**src/rtl/regdst_pkg.sv**
```systemverilog
// Shared definitions for the register-destination tracker: select codes,
// default parameter values and the in-flight stage entry.
package regdst_pkg;

    // Destination select codes
    localparam int unsigned SEL_RT = 0;
    localparam int unsigned SEL_RD = 1;
    localparam int unsigned SEL_SP = 2;
    localparam int unsigned SEL_RA = 3;
    localparam int unsigned SEL_RS = 4;

    // Default parameter values
    localparam int unsigned DEF_ADDR_W   = 5;
    localparam int unsigned DEF_SEL_W    = 3;
    localparam int unsigned DEF_DEPTH    = 3;
    localparam int unsigned DEF_CONST_SP = 29;
    localparam int unsigned DEF_CONST_RA = 31;

    // Stage entries carry the destination at this fixed width; ADDR_W must not exceed it
    localparam int unsigned MAX_ADDR_W = 16;

    // One in-flight tracking stage
    typedef struct packed {
        logic [MAX_ADDR_W-1:0] dst;
        logic                  v;
    } stage_t;

endpackage

```
**src/rtl/regdst_decode.sv**
```systemverilog
// Combinational destination-register select mux.
// Unknown select codes fall back to the rt field.
module regdst_decode
    import regdst_pkg::*;
#(
    parameter int unsigned ADDR_W   = DEF_ADDR_W,
    parameter int unsigned SEL_W    = DEF_SEL_W,
    parameter int unsigned CONST_SP = DEF_CONST_SP,
    parameter int unsigned CONST_RA = DEF_CONST_RA
) (
    input  logic [SEL_W-1:0]  sel,
    input  logic [ADDR_W-1:0] f20_16,
    input  logic [ADDR_W-1:0] f15_11,
    input  logic [ADDR_W-1:0] f25_21,
    output logic [ADDR_W-1:0] dst_sel
);

    // Select the write destination from instruction fields or constants
    always_comb begin
        dst_sel = f20_16;
        case (sel)
            SEL_W'(SEL_RT): dst_sel = f20_16;
            SEL_W'(SEL_RD): dst_sel = f15_11;
            SEL_W'(SEL_SP): dst_sel = ADDR_W'(CONST_SP);
            SEL_W'(SEL_RA): dst_sel = ADDR_W'(CONST_RA);
            SEL_W'(SEL_RS): dst_sel = f25_21;
            default:        dst_sel = f20_16;
        endcase
    end

endmodule

```
**src/rtl/regdst_tracker.sv**
```systemverilog
// Register-destination tracker: decodes the write destination, tracks it
// through DEPTH in-flight stages, flags source hazards / stall, and retires
// the destination to the register-file write port DEPTH+1 edges after issue.
// Optional build macro REGDST_FWD_EN adds fwd_a/fwd_b forwarding indices and
// restricts stall to matches whose youngest hit is in stage 0.
module regdst_tracker
    import regdst_pkg::*;
#(
    parameter  int unsigned ADDR_W   = DEF_ADDR_W,
    parameter  int unsigned SEL_W    = DEF_SEL_W,
    parameter  int unsigned DEPTH    = DEF_DEPTH,
    parameter  int unsigned CONST_SP = DEF_CONST_SP,
    parameter  int unsigned CONST_RA = DEF_CONST_RA,
    localparam int unsigned FWD_W    = $clog2(DEPTH) + 1
) (
    input  logic              clk,
    input  logic              reset_n,
    input  logic [SEL_W-1:0]  sel,
    input  logic [ADDR_W-1:0] f20_16,
    input  logic [ADDR_W-1:0] f15_11,
    input  logic [ADDR_W-1:0] f25_21,
    input  logic              issue,
    input  logic              wr_en,
    input  logic              advance,
    input  logic              flush,
    input  logic [ADDR_W-1:0] src_a,
    input  logic [ADDR_W-1:0] src_b,
    output logic [ADDR_W-1:0] dst_sel,
    output logic              hazard_a,
    output logic              hazard_b,
    output logic              stall,
`ifdef REGDST_FWD_EN
    output logic [FWD_W-1:0]  fwd_a,
    output logic [FWD_W-1:0]  fwd_b,
`endif
    output logic [ADDR_W-1:0] ret_dst,
    output logic              ret_valid
);

    stage_t                stg [DEPTH];
    logic [MAX_ADDR_W-1:0] src_a_w;
    logic [MAX_ADDR_W-1:0] src_b_w;
    logic                  wr_valid;

    assign src_a_w = MAX_ADDR_W'(src_a);
    assign src_b_w = MAX_ADDR_W'(src_b);

    // Destination decode
    regdst_decode #(
        .ADDR_W  (ADDR_W),
        .SEL_W   (SEL_W),
        .CONST_SP(CONST_SP),
        .CONST_RA(CONST_RA)
    ) u_decode (
        .sel    (sel),
        .f20_16 (f20_16),
        .f15_11 (f15_11),
        .f25_21 (f25_21),
        .dst_sel(dst_sel)
    );

    // Compare sources against valid pre-edge stage contents; r0 never hazards
    always_comb begin
        hazard_a = 1'b0;
        hazard_b = 1'b0;
        for (int k = 0; k < int'(DEPTH); k++) begin
            if (stg[k].v && (stg[k].dst == src_a_w) && (src_a != '0)) begin
                hazard_a = 1'b1;
            end
            if (stg[k].v && (stg[k].dst == src_b_w) && (src_b != '0)) begin
                hazard_b = 1'b1;
            end
        end
    end

`ifdef REGDST_FWD_EN
    // Youngest matching stage (1-based); scanning old-to-young lets the youngest win
    always_comb begin
        fwd_a = '0;
        fwd_b = '0;
        for (int k = int'(DEPTH) - 1; k >= 0; k--) begin
            if (stg[k].v && (stg[k].dst == src_a_w) && (src_a != '0)) begin
                fwd_a = FWD_W'(k + 1);
            end
            if (stg[k].v && (stg[k].dst == src_b_w) && (src_b != '0)) begin
                fwd_b = FWD_W'(k + 1);
            end
        end
    end

    // Only a stage-0 producer cannot be forwarded in time
    always_comb begin
        stall = issue & ((fwd_a == FWD_W'(1)) | (fwd_b == FWD_W'(1)));
    end
`else
    // Any pending match blocks issue
    always_comb begin
        stall = issue & (hazard_a | hazard_b);
    end
`endif

    // A stalled, non-writing or r0-targeting issue enters as a bubble
    assign wr_valid = issue & wr_en & ~stall & (dst_sel != '0);

    // Stage shift pipeline and retire register; flush beats advance and issue
    always_ff @(posedge clk or negedge reset_n) begin
        if (!reset_n) begin
            for (int k = 0; k < int'(DEPTH); k++) begin
                stg[k] <= '0;
            end
            ret_dst   <= '0;
            ret_valid <= 1'b0;
        end else if (flush) begin
            for (int k = 0; k < int'(DEPTH); k++) begin
                stg[k].v <= 1'b0;
            end
            ret_valid <= 1'b0;
        end else if (advance) begin
            stg[0].dst <= MAX_ADDR_W'(dst_sel);
            stg[0].v   <= wr_valid;
            for (int k = 1; k < int'(DEPTH); k++) begin
                stg[k] <= stg[k-1];
            end
            ret_dst   <= ADDR_W'(stg[DEPTH-1].dst);
            ret_valid <= stg[DEPTH-1].v;
        end
    end

endmodule

```
**config.mk**
```make
export PLATFORM = sky130hd
export DESIGN_NAME = regdst_tracker
export DESIGN_NICKNAME = d
export VERILOG_FILES = /design/src/rtl/regdst_pkg.sv /design/src/rtl/regdst_decode.sv /design/src/rtl/regdst_tracker.sv
export SDC_FILE = /design/constraint.sdc
export NUM_CORES = 1
export LEC_CHECK = 0
export ABC_AREA = 1
export BUFFER_PORTS_ARGS = -buffer_cell sky130_fd_sc_hd__clkbuf_2
export CORE_ASPECT_RATIO = 1.25
export CORE_MARGIN = 3
export CORE_UTILIZATION = 34
export CTS_CLUSTER_DIAMETER = 80
export DETAILED_ROUTE_END_ITERATION = 12
export GPL_TIMING_DRIVEN = 1
export SLEW_MARGIN = 20
export SYNTH_ARGS = -nofsm -noshare
export SYNTH_HDL_FRONTEND = slang
export SYNTH_SLANG_ARGS = --single-unit
export TNS_END_PERCENT = 10
```
**constraint.sdc**
```tcl
create_clock -name clk -period 1.2 [get_ports clk]
set_clock_uncertainty 0.05 [all_clocks]
set_input_delay 0.12 -clock clk [delete_from_list [all_inputs] [get_ports clk]]
set_output_delay 0.12 -clock clk [all_outputs]
set_load 0.01 [all_outputs]
```
## Word level (Yosys, flattened, before mapping)

Index checks and enable logic that the tools add are counted.

- Eq/ne operators: 10
- Multiplexer cells: 13
- Bitwise gates (word level): 7
- Reductions and logical operators: 17

Operator list:

| kind | count |
|---|---|
| 35-bit 2-to-1 mux | 1 |
| 5-bit equality test | 6 |
| 5-bit one-hot mux with 4 select lines | 1 |
| 5-bit nonzero test | 3 |
| 1-bit logical AND | 12 |
| 1-bit 2-to-1 mux | 11 |
| 3-bit by 2-bit equality test with 1-bit output, second input constant | 2 |
| 1-bit AND | 4 |
| 3-bit by 1-bit equality test with 1-bit output, second input constant | 1 |
| 3-bit equality test, second input constant | 1 |
| 1-bit inverter | 2 |
| 2-bit AND reduction | 1 |
| 2-bit nonzero test | 1 |
| 1-bit bitwise OR | 1 |

- Register bits: 24
- Bits of input ports: 34
- Output and inout bits: 14

## Depth between registers and ports, before layout

Gate-level depths: netlist (run 1).

- Word-level depth: 13
- Mapped depth: 11

## Hierarchy

From an unflattened synthesis (run 1), not the netlist that was laid out.

- Cell total of the unflattened synthesis: 275
- Area, all modules: 1651.6 um2

By module, submodules not included:

| module | times used | cells an instance | area an instance (um2) |
|---|---|---|---|
| regdst_tracker | 1 | 231 | 1460.2 |
| regdst_decode | 1 | 44 | 191.4 |

## Worst setup path before layout (run 1)

Ideal clock, no wire load.

- Path kind: register to output
- From: reg stg[22] (netlist bit)
- To: out stall
- Data arrival time: 1.061 ns
- Data required time: 1.030 ns
- Slack: -0.031 ns
- Stages on the path, launching flop included: 8
- Buffers on the path: 0
- Path through: dfrtp_1 inv_1 nand2_1 a21oi_1 nand3_1 nand3_1 nand2_1 a21boi_1

- Cells in the longest elaborated chain, start to end: 7
- Elaborated cells on any way between the ends: 12

Ends and longest elaborated chain:

| item | RTL line | text |
|---|---|---|
| start, declared | regdst_tracker.sv:40 | `stage_t stg [DEPTH];` |
| start signal, assigned by index | regdst_tracker.sv:122 | `stg[k] <= stg[k-1];` |
| 5-bit equality test, on equally long branches | regdst_tracker.sv:67, regdst_tracker.sv:70 |  |
| 1-bit logical AND, on equally long branches (2 in a row) | regdst_tracker.sv:67, regdst_tracker.sv:70 |  |
| 1-bit 2-to-1 mux, on equally long branches (2 in a row) | regdst_tracker.sv:67, regdst_tracker.sv:70 |  |
| 1-bit bitwise OR * | regdst_tracker.sv:98 | `stall = issue & (hazard_a \| hazard_b);` |
| 1-bit AND * | regdst_tracker.sv:98 |  |
| end, declared | regdst_tracker.sv:31 | `output logic stall,` |

Every way passes the cells marked *; elsewhere a longest branch is shown, timed or not.

## Final worst setup path (run 1)

- From: reg stg[35] (netlist bit)
- To: out stall

- Cells in the longest elaborated chain, start to end: 8
- Elaborated cells on any way between the ends: 14

Ends and longest elaborated chain:

| item | RTL line |
|---|---|
| 5-bit equality test, on equally long branches | regdst_tracker.sv:67, regdst_tracker.sv:70 |
| 1-bit logical AND, on equally long branches (2 in a row) | regdst_tracker.sv:67, regdst_tracker.sv:70 |
| 1-bit 2-to-1 mux, on equally long branches (3 in a row) | regdst_tracker.sv:67, regdst_tracker.sv:70 |
| 1-bit bitwise OR * | regdst_tracker.sv:98 |
| 1-bit AND * | regdst_tracker.sv:98 |

Marks and branches as above.

==> results of run 1 <==
==> worst paths after layout <==
| check | from | cells past startpoint | to | slack (ps) |
|---|---|---|---|---|
| max | stg[35] | 9 | stall | -500 |
| min | flush | 4 | ret_valid | 90 |
| max reg2reg | stg[22] | 8 | stg[34] | -90 |
| min reg2reg | ret_dst[2] | 2 | ret_dst[2] | 440 |
| max in group asynchronous | reset_n | 3 | stg[38] | 540 |
| min in group asynchronous | reset_n | 3 | ret_dst[4] | 310 |
==> cells by family (layout without fill, tap and decap cells) <==
kind of cell / Yosys count / after routing / share of synthesized area (%)
AO/OA/AOI/OAI: 41 / 41 / 13.21
buffers and inverters: 46 / 123 / 10.69
flip-flops: 24 / 24 / 36.64
AND/OR/NAND/NOR: 157 / 157 / 39.47
==> power breakdown <==
part	total, mW	internal [mW]	switching (mW)
sequential	1.04	0.930	0.108
clock	0.719	0.446	0.273
combinational	0.841	0.377	0.464
total	2.60	1.75	0.845
==> registers in the layout, summed over array words and instances (netlist names) <==
register	count
stg	18
ret_valid	1
ret_dst	5
==> placed cells by master (no fill, tap or decap), drive strengths merged <==
master	instances
dlygate4sd3	1
nand4	1
nor3	2
nor2	35
bufinv	1
o22ai	2
inv	41
o21ai	35
a21boi	1
a21oi	2
o21bai	1
or2	1
clkbuf	47
buf	33
nand2	96
nand3	22
dfrtp	24
==> worst reg2reg max path: cells and delay by family, from the launching register on <==
kind | cells | cell delay [ps]
AO/OA/AOI/OAI | 2 | 230
buffers and inverters | 1 | 150
flip-flops | 1 | 420
AND/OR/NAND/NOR | 5 | 370
==> per-layer routing <==
layer / global-route usage (%) / up-vias
li1: - / 991
met1: 23.30 / 868
met2: 32.37 / 57
met3: 1.887 / 4
met4: 4.159 / 0
met5: 0 / -
==> timing repair <==
action	in CTS	in global routing
gates resized for setup	15	8
endpoints found under the setup margin	7	9
endpoints found under the hold margin	24	0
pin swaps	7	9
hold buffers	1	0
==> area by class of cell <==
class | instances | area share [%]
clock inverters | 1 | 1.325
flip-flops and latches | 24 | 26.50
multi-input cells | 198 | 38.93
inverters | 41 | 6.792
repair buffers | 78 | 21.42
well taps | 58 | 3.203
clock buffers | 3 | 1.822
==> results by group, run 1 <==
Run status
  • Status: complete, but fails checks
  • Failing checks: negative setup slack

Job
  • Number of max-cap violations: 0

Layout
  • FF+latch area: 600.6 sq um
  • Antenna cells: 0
  • P&R area growth vs syn: 38.24%
  • Layout Nets: 380
  • Fin util: approximately half
  • Final Cell Area: between 2000 and 2500 sq um
  • Multi-input logic area: 882.1 sq um
  • Non-filler cells in the finished layout: between 400 and 500
  • Fraction of layout cells with a size suffix above 1: between 30% and 40%
  • Filler cells: ~500

Worst setup path
  • Crit path max-delay family: simple AND/OR/NAND/NOR gates
  • Critical path buffers and inverters: 2
  • Crit path cell chain: inv_2, nand2_1, o21ai_1, nor2_1, nand3_1, nand3_1, nand2_2, a21boi_2, buf_2
  • Crit Path Max Fanout: 4
  • Crit path kind: reg2out
  • Most numerous cell on the critical path: nand3_1
  • Crit end category: output pin
  • Slowest stage cell, crit path: dfrtp_1
  • Worst EP arrival: between 1500 and 2000 ps
  • CP Launch Type: flip-flop
  • CP required: about 1000 ps
  • Slowest stage delay, CP: between 400 and 500 ps

CTS
  • Cts bufs inserted: 3
  • CTS sink count: 24
  • Clk Tree Root Cell: clkbuf_8
  • Htree depth: 1
  • CTS max path bufs: 2
  • Setup Buffers After CTS: 0
  • CTS tree: yes
  • Clk_lat worst skew: between 200 and 300 ps
  • Worst-path clk slew: ~90 ps

Synthesis
  • Area contributors post-synth: dfrtp_1 (37%), nand2_1 (21%), nor2_1 (7.8%)
  • Most used DFF post-synth: dfrtp_1
  • Synth top cells by count: nand2_1 (92), nor2_1 (34), inv_1 (33)
  • Sequential share of the synthesized area: between 30 and 40%
  • Post-Syn Nets: a little over 300
  • Cells after synthesis: between 200 and 300
  • Synth cell types: 22
  • Fraction of registers with async set/reset: 100.0%
  • Syn_area_per_cell: 6.116 sq um
  • FF+latch count, synth: 24
  • Area leader, netlist: dfrtp_1
  • Netlist Area Pre-Place: roughly 1600 sq um
  • Post-synth EDFFs: 0
  • Yosys warns: 0
  • Yosys top cell area share: a little over a third
  • Count leader, synth: nand2_1

Floorplan
  • Initial core utilization: between 30% and 40%
  • Core footprint: roughly 4500 sq um
  • Chip height: about 84 um
  • # rows: 27
  • Die area: approximately 5700 sq um
  • Num ports: 48
  • Die width: 68.10 um

STA
  • Count of final hold-check violations: 0
  • Fmax: ~0.59 GHz
  • Worst Hold Slack: a little under 90 ps
  • Slew HR: approximately 69%
  • RSZ-0062 raised after global routing: yes
  • Fin worst setup slack: -499.7 ps
  • Final Max Slew Viols: 0
  • Final setup vio count: 5
  • Worst Tran Pin Value: between 400 and 500 ps
  • Period utilization: 141.6%
  • Setup_tns: -1435 ps
  • Final Critical Period: 1700 ps

Power and ir drop
  • Leakage: approximately 1.3 nW
  • Total power after layout: 2.598 mW
  • Power per cell area: 1147 nW/um^2
  • Worst vdd ir: around 0.44 mV

Route
  • Total number of vias: approximately 1.9k
  • DRC viols: 0
  • Highest routed layer: met4
  • Wirelength per Cell: between 10 and 15 um
  • Met3 wire length: around 260 um
  • Antenna Nets Post-Route: 0
  • Drt first pass iters: 4
  • Met2 WL post-DR: around 2500 um
  • Metal-1 WL: approximately 2100 um
  • Vias per inst: around 4.8
  • WL final: between 4000 and 5000 um
  • 1st-iter DRT viols: 130

Global route
  • Vias in the first global route: 1909
  • Gr ovfl total: 0
  • Initial antenna violation count: 0
  • Largest net degree at the start of global routing: 29
  • First-pass GRT wire length: approximately 8400 um
  • Total track usage: between 10% and 20%

Placement
  • Routability cong.: roughly 0.91
  • I/O Buffers: 47
  • HPWL after DPL: about 4000 um
  • Cell Count Post-Placement: around 400
  • Post-place setup slack: -257.2 ps
  • DP Area: 2155 sq um

Hold path
  • Min-delay worst type: in2reg
(Power assumes the default switching activity.)
==> run 2, diff against run 1 <==
--- a/config.mk
+++ b/config.mk
@@ -7,7 +7,6 @@
 export LEC_CHECK = 0
 export ABC_AREA = 1
 export BUFFER_PORTS_ARGS = -buffer_cell sky130_fd_sc_hd__clkbuf_2
-export CORE_ASPECT_RATIO = 1.25
 export CORE_MARGIN = 3
 export CORE_UTILIZATION = 34
 export CTS_CLUSTER_DIAMETER = 80
==> run 2 against run 1 <==
  * The run still ends with negative setup slack left
  * Sequential share of layout area down 0.71 points
  * Final cell count up 0.74%
  * Die area about the same
  * Non-clock buffer count up 10
  * Largest cell class unchanged
  * Largest power group unchanged
  * Highest routed layer unchanged
==> results by group, run 2 (synthesis gave the netlist of run 1 again) <==
Placement
  • HPWL after DPL: 3768 um (-4.0%)
  • DP Area: 2182 sq um (+1.3%)
  • Routability cong.: 0.9353 (+3.2%)
  • I/O Buffers: 47 (unchanged)
  • Post-place setup slack: -252.9 ps (+4.322 ps)

STA
  • Setup_tns: -1439 ps (-3.780 ps)
  • Fin worst setup slack: -488.0 ps (+11.76 ps)
  • Worst Tran Pin Value: 468.7 ps (+3.229 ps)
  • Period utilization: 140.7% (-0.98 points)
  • Final setup vio count: 5 (unchanged)
  • Count of final hold-check violations: 0 (unchanged)
  • Fmax: 0.5924 GHz (+0.70%)
  • RSZ-0062 raised after global routing: yes
  • Slew HR: 68.72% (-0.22 points)
  • Final Max Slew Viols: 0 (unchanged)
  • Final Critical Period: 1688 ps (-11.76 ps)

CTS
  • CTS sink count: 24 (unchanged)
  • CTS tree: yes
  • Htree depth: 1 (unchanged)
  • Clk Tree Root Cell: clkbuf_8
  • Clk_lat worst skew: 270 ps (about the same)
  • Cts bufs inserted: 3 (unchanged)
  • CTS max path bufs: 2 (unchanged)
  • Worst-path clk slew: 80 ps (about the same)

Route
  • DRC viols: 0 (unchanged)
  • 1st-iter DRT viols: 102 (-22%)
  • WL final: 4683 um (-3.4%)
  • Wirelength per Cell: 11.53 um (-4.1%)
  • Drt first pass iters: 4 (unchanged)
  • Antenna Nets Post-Route: 0 (unchanged)
  • Vias per inst: 4.687 (-1.6%)
  • Total number of vias: 1903 (-0.89%)

Global route
  • Total track usage: 17.73% (-0.63 points)
  • Vias in the first global route: 1729 (-9.4%)
  • Largest net degree at the start of global routing: 29 (unchanged)
  • Gr ovfl total: 0 (unchanged)
  • Initial antenna violation count: 0 (unchanged)
  • First-pass GRT wire length: 7679 um (-8.1%)

Floorplan
  • Chip height: 75.43 um (-9.8%)
  • Initial core utilization: 36.39% (+0.18 points)
  • Core footprint: 4504 sq um (-0.50%)
  • Die area: 5690 sq um (about the same)
  • Num ports: 48 (unchanged)
  • Die width: 75.43 um (+11%)
  • # rows: 24 (-11%)

Hold path
  • HP Start: flush
  • Hold endpoint: ret_valid
  • Hold Path Stages: 4 (unchanged)
  • Min-delay worst type: in2reg

Run status
  • Status: complete, but fails checks
  • Failing checks: negative setup slack

Worst setup path
  • CP Launch Type: flip-flop
  • Register-to-Register Path Depth: 8 (unchanged)
  • R2r endpoint: stg[34]
  • Worst reg2reg startpoint: stg[4]
  • Worst EP arrival: 1520 ps (about the same)
  • CP required: 1030 ps (about the same)
  • Crit Path Max Fanout: 3 (-1)
  • Reg2Reg Setup Slack: -120 ps (-30 ps)
  • Crit path kind: reg2out
  • Crit end category: output pin

Power and ir drop
  • Worst vdd ir: 0.3752 mV (-14%)
  • Leakage: 1.321 nW (+3.5%)
  • Power per cell area: 1037 nW/um^2 (-9.5%)

Layout
  • P&R area growth vs syn: 42.06%
  • Commonest cells after routing, fill and taps aside: nand2_1 (89), clkbuf_2 (44), buf_4 (38)
  • Biggest regs: stg x18, ret_dst x5, ret_valid x1
  • Commonest non-fill, non-tap cell in the layout: nand2_1
  • Filler cells: 479 (-3.0%)
  • Layout Nets: 390 (+2.6%)
  • Final Cell Area: 2328 sq um (+2.8%)
  • Fraction of layout cells with a size suffix above 1: 34.46% (+2.6 points)
  • Antenna cells: 0 (unchanged)
  • Largest Register: stg
  • Largest register FFs: 18 (unchanged)

Job
  • Number of max-cap violations: 0 (unchanged)
==> run 2: cell count changes in the layout (fill, tap and decap cells not counted), sizes merged <==
| cell | change |
|---|---|
| bufinv | -1 |
| buf | +10 |
==> run 2: final cells by class <==
type | instances | area, sq um | share of cell area (%)
inverter | 41 | 153.9 | 6.609
timing repair buffer | 88 | 568.0 | 24.40
sequential | 24 | 600.6 | 25.79
multi-input combinational | 198 | 899.6 | 38.64
tap | 52 | 65.06 | 2.794
clock buffer | 3 | 41.29 | 1.773
==> run 2: worst max-delay path, cell delays in order, from the launching register on <==
cell and delay, ps:
dfrtp_1 400, inv_2 60, nand2_1 50, nand2_1 50, nor2_1 130, nand3_1 100
nand3_1 110, nand2_2 80, a21boi_2 130, buf_2 130
==> run 2: worst max-delay path by stage <==
stage	start	end	slack, ps	cells past startpoint
finish	stg[4]	stall	-490	9
global route	stg[20]	stall	-620	8
CTS	stg[5]	stall	-470	9
detailed placement	stg[18]	stall	-250	9
global placement	stg[18]	stall	-260	9
floorplan	stg[22]	stall	7	7
==> run 2: per-stage QoR <==
stage               hold WS, ps  power [mW]  instances  util [%]
floorplan                -225.6       1.445        268         -
detailed placement       -12.43       1.853        395     48.44
finish                    98.31       2.415        406     51.69
CTS                       98.16       2.390        402     50.39
global placement         -8.633       1.849        395     48.44
global route              125.0       2.600        406     51.69
==> run 2: what timing repair did <==
action                                  in CTS  in global routing
resized for setup                           14                 11
hold buffers                                 1                  0
endpoints found under the setup margin       7                  9
buffers inserted                             3                  4
pin swaps                                   16                 10
endpoints found under the hold margin       24                  0
==> run 2: where the power goes <==
| group | leakage (nW) | total, mW | internal (mW) | switching, mW |
|---|---|---|---|---|
| Combinational | 0.993 | 0.894 | 0.432 | 0.462 |
| Clock | 0.0216 | 0.489 | 0.225 | 0.264 |
| Sequential | 0.307 | 1.03 | 0.930 | 0.102 |
| Total | 1.32 | 2.42 | 1.59 | 0.828 |
==> run 2: routing by layer <==
metal,part of all wire (%),vias up,GRT usage [%]
li1,-,1011,-
met1,46,829,23.66
met2,46,59,29.24
met3,7.3,4,4.090
met4,0.90,0,4.078
met5,0,-,0
